<file path="src/rtl/proc_host_ctrl.sv">
// Host-side initiator for the processor init/req/ack run handshake.
// Pulses init, issues req, then times the wait for ack with a timeout.
module proc_host_ctrl #(
  parameter int INIT_CYC = 4,
  parameter int REQ_CYC  = 1,
  parameter int CW       = 16,
  parameter int TIMEOUT  = 10000
) (
  input  logic          Clk,
  input  logic          Reset,
  input  logic          start,
  input  logic          abort,
  input  logic          ack,
  output logic          init,
  output logic          req,
  output logic          busy,
  output logic          done,
  output logic          timeout,
  output logic [CW-1:0] cycles,
  output logic [7:0]    run_count,
  output logic [2:0]    state_dbg
);

  // Handshake: init and req are level outputs decoded from the state register;
  // ack is only honoured in S_WAIT, start only in S_IDLE/S_DONE/S_TOUT.
  typedef enum logic [2:0] {
    S_IDLE = 3'd0,
    S_INIT = 3'd1,
    S_REQ  = 3'd2,
    S_WAIT = 3'd3,
    S_DONE = 3'd4,
    S_TOUT = 3'd5
  } state_t;

  localparam int MAXC  = (INIT_CYC > REQ_CYC) ? INIT_CYC : REQ_CYC;
  localparam int CNT_W = (MAXC > 1) ? $clog2(MAXC) : 1;
  localparam logic [CNT_W-1:0] INIT_LAST = CNT_W'(INIT_CYC - 1);
  localparam logic [CNT_W-1:0] REQ_LAST  = CNT_W'(REQ_CYC - 1);
  localparam logic [CW-1:0]    TO_LAST   = CW'(TIMEOUT - 1);
  localparam logic [CW-1:0]    TO_VAL    = CW'(TIMEOUT);

  state_t           state_q, state_d;
  logic [CNT_W-1:0] cnt_q, cnt_d;
  logic [CW-1:0]    cycles_q, cycles_d;
  logic [7:0]       run_count_q, run_count_d;

  always_ff @(posedge Clk) begin
    if (Reset) begin
      state_q     <= S_IDLE;
      cnt_q       <= '0;
      cycles_q    <= '0;
      run_count_q <= '0;
    end else begin
      state_q     <= state_d;
      cnt_q       <= cnt_d;
      cycles_q    <= cycles_d;
      run_count_q <= run_count_d;
    end
  end

  always_comb begin
    state_d     = state_q;
    cnt_d       = cnt_q;
    cycles_d    = cycles_q;
    run_count_d = run_count_q;
    if (abort) begin
      state_d = S_IDLE;
    end else begin
      case (state_q)
        S_IDLE, S_DONE, S_TOUT: begin
          if (start) begin
            state_d = S_INIT;
            cnt_d   = '0;
          end
        end
        S_INIT: begin
          if (cnt_q == INIT_LAST) begin
            state_d  = S_REQ;
            cnt_d    = '0;
            cycles_d = '0;
          end else begin
            cnt_d = cnt_q + CNT_W'(1);
          end
        end
        S_REQ: begin
          if (cnt_q == REQ_LAST) state_d = S_WAIT;
          else cnt_d = cnt_q + CNT_W'(1);
        end
        S_WAIT: begin
          // ack wins over the timeout check in the same cycle
          if (ack) begin
            state_d     = S_DONE;
            run_count_d = run_count_q + 8'd1;
          end else if (cycles_q == TO_LAST) begin
            state_d  = S_TOUT;
            cycles_d = TO_VAL;
          end else begin
            cycles_d = cycles_q + CW'(1);
          end
        end
        default: state_d = S_IDLE;
      endcase
    end
  end

  assign init      = (state_q == S_INIT);
  assign req       = (state_q == S_REQ);
  assign busy      = (state_q == S_INIT) || (state_q == S_REQ) || (state_q == S_WAIT);
  assign done      = (state_q == S_DONE);
  assign timeout   = (state_q == S_TOUT);
  assign cycles    = cycles_q;
  assign run_count = run_count_q;
  assign state_dbg = state_q;

endmodule

</file>
<file path="config.mk">
export PLATFORM = sky130hd
export DESIGN_NAME = proc_host_ctrl
export DESIGN_NICKNAME = d
export VERILOG_FILES = /design/src/rtl/proc_host_ctrl.sv
export SDC_FILE = /design/constraint.sdc
export NUM_CORES = 1
export LEC_CHECK = 0
export BUFFER_PORTS_ARGS = -buffer_cell sky130_fd_sc_hd__buf_2
export CAP_MARGIN = 5
export CORE_UTILIZATION = 45
export CTS_CLUSTER_DIAMETER = 120
export DETAILED_ROUTE_END_ITERATION = 10
export GPL_TIMING_DRIVEN = 0
export PLACE_DENSITY_LB_ADDON = 0.15
export SLEW_MARGIN = 0
export SYNTH_ARGS = -nofsm -noshare
export SYNTH_HDL_FRONTEND = slang
export SYNTH_SLANG_ARGS = --single-unit
</file>
<file path="constraint.sdc">
create_clock -name Clk -period 2.6 [get_ports Clk]
set_clock_uncertainty 0.05 [all_clocks]
set_input_delay 0.26 -clock Clk [delete_from_list [all_inputs] [get_ports Clk]]
set_output_delay 0.26 -clock Clk [all_outputs]
set_load 0.005 [all_outputs]
</file>
==> results of run 1 <==
-- cell type report --
type / count / share of cell area (%)
timing repair buffer: 34 / 8.49
inverter: 10 / 1.87
tap: 46 / 2.87
sequential: 29 / 29.0
clock buffer: 7 / 4.31
multi-input combinational: 154 / 50.3
buffer: 14 / 3.12
-- sequential cells by signal, summed over array words and instances, names as in the netlist --
name / count
cnt_q: 2
cycles: 16
run_count: 8
state_dbg: 3
-- logic make-up after synthesis --
family	synth area share [%]
XOR/XNOR	5.19
AND/OR/NAND/NOR	33.9
multiplexers	2.52
AO/OA/AOI/OAI	15.2
flip-flops	34.4
adder cells (fa/ha/maj)	2.96
buffers and inverters	5.93
-- worst paths after layout --
check | endpoint | slack [ns] | depth (start not counted)
max | cycles[15] | 0.54 | 5
min | state_dbg[2] | 0.34 | 4
max reg2reg | cycles[15] | 0.54 | 5
min reg2reg | cnt_q[1] | 0.46 | 2
-- cells in the mapped netlist, drive strengths merged, types with 3 or more instances --
cell type / instances
buf: 4
xnor2: 9
nand3b: 3
nand3: 10
inv: 10
o31ai: 7
a21oi: 5
o21ai: 4
nor4: 7
nor2: 17
nand2b: 7
and3: 5
ha: 4
or4: 6
a211oi: 10
nor3: 13
clkbuf: 10
dfxtp: 29
nand2: 9
nand4: 4
-- worst max-delay path, stage by stage (launching register included) --
cell	delay, ns
dfxtp_1	0.43
or3b_1	0.42
a21o_1	0.21
buf_6	0.14
or4_1	0.46
a211oi_1	0.26
-- per-layer routing --
metal / share of wire, % / up-vias
met4: 1.3 / 0
met2: 48 / 28
met5: 0 / -
met1: 48 / 761
li1: - / 854
met3: 3.0 / 5
-- power by group through the flow --
stage	clock (mW)	sequential, mW	combinational [mW]
floorplan	0	0.458	0.0379
global placement	0	0.459	0.0529
detailed placement	0	0.459	0.0533
CTS	0.384	0.449	0.0538
global route	0.404	0.449	0.0605
finish	0.377	0.449	0.0532
-- metrics by stage --
step,worst slack [ns],std cells,util (%)
2_1_floorplan,0.731,207,-
3_3_place_gp,0.575,287,55.3
3_5_place_dp,0.543,287,55.3
4_1_cts,0.532,294,57.8
5_1_grt,0.383,294,57.8
6_report,0.538,294,57.8
==> qor.yml, run 1 <==
clock_network:
  cts_num_sinks: 29
  cts_tree: "built"
  root_buffer: "clkbuf_8"
  clk_pin_slew_ns: 0.06
  ctsResizeCount: 0
  ctsLongestPathBuffers: 2
  ctsHoldBuffers: 0
  cts_buffers: 5
  clk_latency_ns: 0.28
  h-tree-depth: 2
  postCtsSetupBuffers: 0
critical_path:
  cp.required_ns: 2.74
  critPathLaunchType: "flip-flop"
  endpoint_kind: "flip-flop"
  worstPathArrival_ns: 2.20
  crit_fanout: 10
  path_class: "flip-flop to flip-flop"
  r2r_start: "state_dbg[0]"
  cp-startpoint: "state_dbg[0]"
grt:
  grtUsageMet2_pct: 36.0
  grt_usage_pct: 22.0
  top_usage_layer: "met2"
  grt-ovfl-total: 0
  first_global_vias: 1494
  grtUsageMet3_pct: 4.35
  grt_pass1_wl_um: 6980
  grt_max_degree: 11
  antenna_found_initial: 0
  grt_use_met1_pct: 28.0
floorplanning:
  rows: 21
  chipWidth_um: 63.3
  die_area_um2: 4000
  die_h_um: 63.3
  io-pin-count: 37
  coreArea_um2: 3470
  start_util_pct: 48.7
pwr:
  power.leakage_nw: 0.761
  cellPowerDensity_nw_per_um2: 439
  p_int_uw: 676
  vdd_drop_max_v: 0.000247
  finalPower_uw: 880
  p_sw_share_pct: 23.2
  p_comb_share_pct: 6.0
  pwr-share-clk_pct: 42.9
  power.switching_uw: 204
  seqPwrFrac_pct: 51.1
timing:
  tns_ns: 0
  fmax_mhz: 485
  hold_violations: 0
  worst_pin_slew_ns: 0.680
  finalSetupViolCount: 0
  period_share_pct: 79.3
  worst_hold_slack_ns: 0.342
  rsz0062_at_grt: "false"
  drv_slew: 0
  slew_headroom_pct: 54.2
  fin_crit_ns: 2.06
synth:
  synth_cell_type_count: 47
  synth_top_area_share_pct: 34.4
  synth_edf_count: 0
  synth-main-ff-cell: "dfxtp_1"
  yosys_warnings: 0
  avgSynthCellArea_um2: 8.16
  synth_cells: 207
  synth.area.top_cells: "dfxtp_1 (34%), xnor2_1 (4.7%), a211oi_1 (4.4%)"
  yosysTopAreaCell: "dfxtp_1"
  ys_async_sr_fraction_pct: 0
  syn_nets: 216
  synth_area_um2: 1690
  synth_seq_cells: 29
  seq_area_frac_synth_pct: 34.4
run:
  maxCapViolCount: 0
cells_and_area:
  fin_nets: 257
  mostFrequentLayoutCells: "buf_2 (36), dfxtp_1 (29), nor2_1 (17)"
  areaGrowthSynthToFinish_pct: 18.6
  nFillCells: 351
  seqCellArea_um2: 581
  diodes: 0
  multi_input_area_um2: 1010
  drive_above_1_share_pct: 19.4
  final_common_cell: "buf_2"
  design_area_um2: 2000
placed_design:
  place_area_um2: 1920
  place.port_buffers: 34
  place_congestion: 0.855
  hpwl_um: 2890
routing:
  dr.first_iter.drc_count: 99
  vias_per_cell: 5.61
  wire_per_inst_um: 13.6
  ant_nets: 0
  drc: 0
  wl_um: 3990
  vias: 1648
  firstDrtPassIters: 4
worst_hold_path:
  min_from: "start"
  hold_path.class: "primary input to flip-flop"
status:
  status: "finished, final reports clean"
Note: power is estimated with default switching activity, not from simulation.
==> inputs of run 2 (changes only) <==
==> constraint.sdc (replaced) <==
create_clock -name Clk -period 2.1 [get_ports Clk]
set_clock_uncertainty 0.05 [all_clocks]
set_input_delay 0.21 -clock Clk [delete_from_list [all_inputs] [get_ports Clk]]
set_output_delay 0.21 -clock Clk [all_outputs]
set_load 0.005 [all_outputs]
==> run 2 against run 1 <==
First-iteration DRC count increased by 2.0%. Die area unchanged. Fmax increased by 2.7%. Register-to-register slack got worse by 0.45 ns. Flip-flop and latch count unchanged. Sequential power increased by 24%. Largest power group unchanged.
==> qor.yml, run 2 (synthesis results as in run 1) <==
cells_and_area:
  final_common_cell: "buf_2"
  largest_reg_flops: 16
  areaGrowthSynthToFinish_pct: 18.9
  design_area_um2: 2010
  fin_nets: 257
  fin_cells: 294
  diodes: 0
  mostFrequentLayoutCells: "buf_2 (36), dfxtp_1 (26), nor2_1 (17)"
  nFillCells: 348
  drive_above_1_share_pct: 21.0
  final_core_util_pct: 57.9
timing:
  fin_crit_ns: 2.01
  worst_pin_slew_ns: 0.682
  timing.final.ws_setup_ns: 0.0918
  fmax_mhz: 498
  finalSetupViolCount: 0
  rsz0062_at_grt: "false"
  drv_slew: 0
  slew_headroom_pct: 54.1
  worst_hold_slack_ns: 0.292
  hold_violations: 0
  tns_ns: 0
  period_share_pct: 95.6
grt:
  grt_max_degree: 11
  grt_usage_pct: 22.0
  grt-ovfl-total: 0
  antenna_found_initial: 0
  first_global_vias: 1494
  grt_pass1_wl_um: 6980
placed_design:
  hpwl_um: 2890
  place_ws_ns: 0.0434
  post-place-cells: 287
  place_area_um2: 1920
  place_congestion: 0.855
  place.port_buffers: 34
floorplanning:
  start_util_pct: 48.7
  die_h_um: 63.3
  die_area_um2: 4000
  coreArea_um2: 3470
  rows: 21
  io-pin-count: 37
  chipWidth_um: 63.3
routing:
  firstDrtPassIters: 4
  vias: 1659
  drc: 0
  wl_um: 4020
  vias_per_cell: 5.64
  wire_per_inst_um: 13.7
  dr.first_iter.drc_count: 101
  ant_nets: 0
worst_hold_path:
  min_from: "start"
  hold_path.class: "primary input to flip-flop"
  hold_end: "state_dbg[2]"
  min_path_cells: 4
pwr:
  power.switching_uw: 253
  seqPwrFrac_pct: 51.1
  finalPower_mw: 1.09
  p_comb_share_pct: 6.0
  vdd_drop_max_v: 0.000306
  pwr-share-clk_pct: 42.9
  p_int_uw: 837
  p_sw_share_pct: 23.2
  power.leakage_nw: 0.766
  cellPowerDensity_nw_per_um2: 543
clock_network:
  cts_num_sinks: 29
  h-tree-depth: 2
  clk_latency_ns: 0.28
  postCtsSetupBuffers: 0
  clk_pin_slew_ns: 0.06
  ctsLongestPathBuffers: 2
  cts_tree: "built"
  root_buffer: "clkbuf_8"
  cts_buffers: 5
critical_path:
  crit_fanout: 7
  reg2reg_slack_ns: 0.09
  critPathLaunchType: "flip-flop"
  path_class: "flip-flop to flip-flop"
  endpoint_kind: "flip-flop"
  worstPathArrival_ns: 2.15
  reg2reg_depth: 5
  r2r_start: "cycles[3]"
  r2r_end: "cycles[15]"
  cp.required_ns: 2.24
run:
  maxCapViolCount: 0
status:
  status: "finished, final reports clean"
run 2: changes by cell type in the layout (fill, tap and decap cells not counted):
| cell | change |
|---|---|
| clkbuf_1 | -1 |
| clkbuf_2 | +1 |
| dfxtp_1 | -3 |
| dfxtp_2 | +3 |
run 2: power by group through the flow:
stage	Clock, mW	Combinational [mW]	Sequential (mW)
after floorplan	0	0.0469	0.568
after global placement	0	0.0655	0.568
after detailed placement	0	0.0660	0.569
after CTS	0.475	0.0666	0.556
after global routing	0.501	0.0749	0.556
final	0.467	0.0659	0.557
run 2: worst max path at each step:
stage	start	to	slack [ns]	depth (start not counted)
final	cycles[3]	cycles[15]	0.09	5
after floorplan	state_dbg[0]	cycles[12]	0.23	5
after detailed placement	state_dbg[0]	cycles[0]	0.04	6
after global routing	cycles[3]	cycles[15]	0.01	5
after CTS	state_dbg[0]	cycles[0]	0.03	6
after global placement	state_dbg[0]	cycles[3]	0.08	6
run 2: what timing repair did:
item                                   4_1_cts  5_1_grt
hold buffers                                 0        0
resized for setup                            0        5
setup endpoints to repair                    0       11
endpoints found under the hold margin        0        0
run 2: layer usage:
metal / GRT usage, % / part of all wire [%] / wire [um]
met5: 0 / 0 / 0
met4: 9.09 / 1.3 / 53
met3: 4.35 / 3.4 / 138
met2: 36.0 / 48 / 1930
met1: 28.0 / 47 / 1900
run 2: worst max-delay path: stages (launching register included):
cell and delay, ns:
dfxtp_1 0.43, nand4_1 0.18, or2_2 0.30, clkbuf_1 0.18, or4_1 0.52, a211oi_1 0.26
run 2: final cells by class:
| cell class | instances | area [um2] | area share, % |
|---|---|---|---|
| Tap cell | 46 | 57.6 | 2.87 |
| Clock buffer | 7 | 86.3 | 4.30 |
| Inverter | 10 | 37.5 | 1.87 |
| Timing Repair Buffer | 34 | 170 | 8.47 |
| Buffer | 14 | 63.8 | 3.18 |
| Multi-Input combinational cell | 154 | 1010 | 50.2 |
| Sequential cell | 29 | 584 | 29.1 |
==> inputs of run 3 (changes only) <==
--- a/config.mk
+++ b/config.mk
@@ -5,6 +5,7 @@
 export SDC_FILE = /design/constraint.sdc
 export NUM_CORES = 1
 export LEC_CHECK = 0
+export ABC_AREA = 1
 export BUFFER_PORTS_ARGS = -buffer_cell sky130_fd_sc_hd__buf_2
 export CAP_MARGIN = 5
 export CORE_UTILIZATION = 45
==> run 3 against run 2 <==
Final cell count rose by 21%. Synthesized cell count is 28% higher. Hold slack got worse by 0.18 ns. Cell area up 3.1%. Power increased by 17%. Non-clock buffer count decreased by 8. Flip-flop and latch count unchanged. Sequential power is 1% higher. Sequential share of layout area decreased by 1.1 points. Critical path type unchanged. Largest power group is now clock.
==> qor.yml, run 3 <==
floorplanning:
  die_area_um2: 4060
  start_util_pct: 46.8
  rows: 22
  coreArea_um2: 3660
  io-pin-count: 37
  chipWidth_um: 63.7
  die_h_um: 63.7
critical_path:
  r2r_start: "cycles[0]"
  cp.required_ns: 2.23
  critPathLaunchType: "flip-flop"
  r2r_end: "cycles[14]"
  reg2reg_slack_ns: 0.42
  worstPathArrival_ns: 1.81
  reg2reg_depth: 8
  critPathCapture: "cycles[14]"
  endpoint_kind: "flip-flop"
  path_class: "flip-flop to flip-flop"
  cp-startpoint: "cycles[0]"
  crit_fanout: 5
cells_and_area:
  final_common_cell: "nand2_1"
  largest_reg_flops: 16
  nFillCells: 396
  design_area_um2: 2070
  final_core_util_pct: 56.6
  fin_nets: 316
  fin_cells: 356
  areaGrowthSynthToFinish_pct: 20.8
  mostFrequentLayoutCells: "nand2_1 (72), nor2_1 (39), buf_2 (36)"
  drive_above_1_share_pct: 20.8
  diodes: 0
pwr:
  power.leakage_nw: 0.923
  finalPower_mw: 1.28
  cellPowerDensity_nw_per_um2: 617
  vdd_drop_max_v: 0.000379
timing:
  fin_crit_ns: 1.68
  rsz0062_at_grt: "false"
  worst_pin_slew_ns: 0.505
  tns_ns: 0
  hold_violations: 0
  period_share_pct: 79.9
  slew_headroom_pct: 66.3
  drv_slew: 0
  fmax_mhz: 596
  finalSetupViolCount: 0
grt:
  antenna_found_initial: 0
  grt_usage_pct: 21.3
  grt_max_degree: 11
  first_global_vias: 1503
  grt-ovfl-total: 0
  grt_pass1_wl_um: 6610
worst_hold_path:
  min_path_cells: 2
  hold_path.class: "primary input to flip-flop"
synth:
  avgSynthCellArea_um2: 6.49
  synth-compound-area-share_pct: 10.1
  yosys_warnings: 0
  synth_area_um2: 1710
  synth_seq_cells: 29
  synth_xor_area_share_pct: 2.04
  synth_commonest_cells: "nand2_1 (72), nor2_1 (39), dfxtp_1 (29), inv_1 (29), a21oi_1 (21)"
  yosysTopAreaCell: "dfxtp_1"
  synth_cell_type_count: 28
  synth_top_family_by_area: "simple AND/OR/NAND/NOR gates"
  synth-main-ff-cell: "dfxtp_1"
  synth.most_common_cell: "nand2_1"
  syn_nets: 273
  synth_fa_ha_area_share_pct: 2.92
  synth_top_area_share_pct: 33.9
  ys_async_sr_fraction_pct: 0
  synth_cells: 264
  synth_edf_count: 0
  seq_area_frac_synth_pct: 33.9
  synth_simple_gate_area_share_pct: 41.8
  synth.area.mux_share_pct: 0
  synth.area.top_cells: "dfxtp_1 (34%), nand2_1 (16%), nor2_1 (8.5%)"
run:
  maxCapViolCount: 0
placed_design:
  post-place-cells: 348
  place_congestion: 0.808
  place.port_buffers: 36
  place_area_um2: 1950
  hpwl_um: 2930
routing:
  dr.first_iter.drc_count: 112
  ant_nets: 0
  drc: 0
  vias_per_cell: 4.89
  wire_per_inst_um: 11.0
  wl_um: 3920
  firstDrtPassIters: 5
  vias: 1740
clock_network:
  postCtsSetupBuffers: 0
  root_buffer: "clkbuf_8"
  cts_num_sinks: 29
  ctsResizeCount: 0
  ctsLongestPathBuffers: 2
  cts_buffers: 5
  cts_tree: "built"
  ctsHoldBuffers: 0
  clk_latency_ns: 0.29
  clk_pin_slew_ns: 0.07
  h-tree-depth: 2
status:
  status: "finished, final reports clean"
==> run 3: where the power goes <==
| group | switching [mW] | total (mW) | internal [mW] |
|---|---|---|---|
| Combinational | 0.0668 | 0.104 | 0.0374 |
| Clock | 0.224 | 0.611 | 0.386 |
| Sequential | 0.00833 | 0.563 | 0.555 |
| Total | 0.299 | 1.28 | 0.979 |
==> run 3: kinds of logic (layout without fill, tap and decap cells) <==
group / after synthesis / after routing
AOI/OAI and AO/OA: 34 / 34
xor gates and xnor gates: 4 / 4
adders and majority gates: 4 / 4
buffers and inverters: 36 / 80
DFF: 29 / 29
and+or+nand+nor: 157 / 157
==> run 3: critical path, cell delays in order, from the launching register on <==
cell and delay (ns):
dfxtp_1 0.41, ha_1 0.23, nand3_1 0.09, nor2_1 0.26, nand2_1 0.13, nor2_1 0.19, nand3_1 0.10, nand3_1 0.08
nor2_1 0.04
==> run 3: worst min path at each step <==
stage / from / endpoint / slack [ns]
final: Reset / cnt_q[1] / 0.11
after global routing: Reset / cnt_q[1] / 0.12
after CTS: Reset / cnt_q[1] / 0.11
after detailed placement: Reset / cnt_q[1] / 0.41
after global placement: Reset / cnt_q[1] / 0.42
after floorplan: Reset / cnt_q[1] / 0.23
==> run 3: final cells by class <==
type / count / area [um2] / share of cell area (%)
buffer: 4 / 36.3 / 1.75
clock buffer: 7 / 86.3 / 4.17
clock inverter: 1 / 30.0 / 1.45
inverter: 32 / 123 / 5.92
multi-input combinational: 199 / 975 / 47.1
sequential: 29 / 581 / 28.0
tap: 48 / 60.1 / 2.90
timing repair buffer: 36 / 180 / 8.70
==> run 3: layer usage <==
| metal | vias to the layer above | track usage, % | wire [um] |
|---|---|---|---|
| met2 | 39 | 34.6 | 1760 |
| met4 | 0 | 10.8 | 81 |
| met1 | 766 | 25.2 | 1920 |
| li1 | 929 | - | - |
| met3 | 6 | 6.34 | 161 |
| met5 | - | 0 | 0 |
==> run 3: stage by stage <==
stage,hold WS [ns],setup slack (ns)
3_5_place_dp,0.414,0.434
3_3_place_gp,0.424,0.451
2_1_floorplan,0.229,0.651
6_report,0.109,0.423
4_1_cts,0.111,0.416
5_1_grt,0.121,0.234
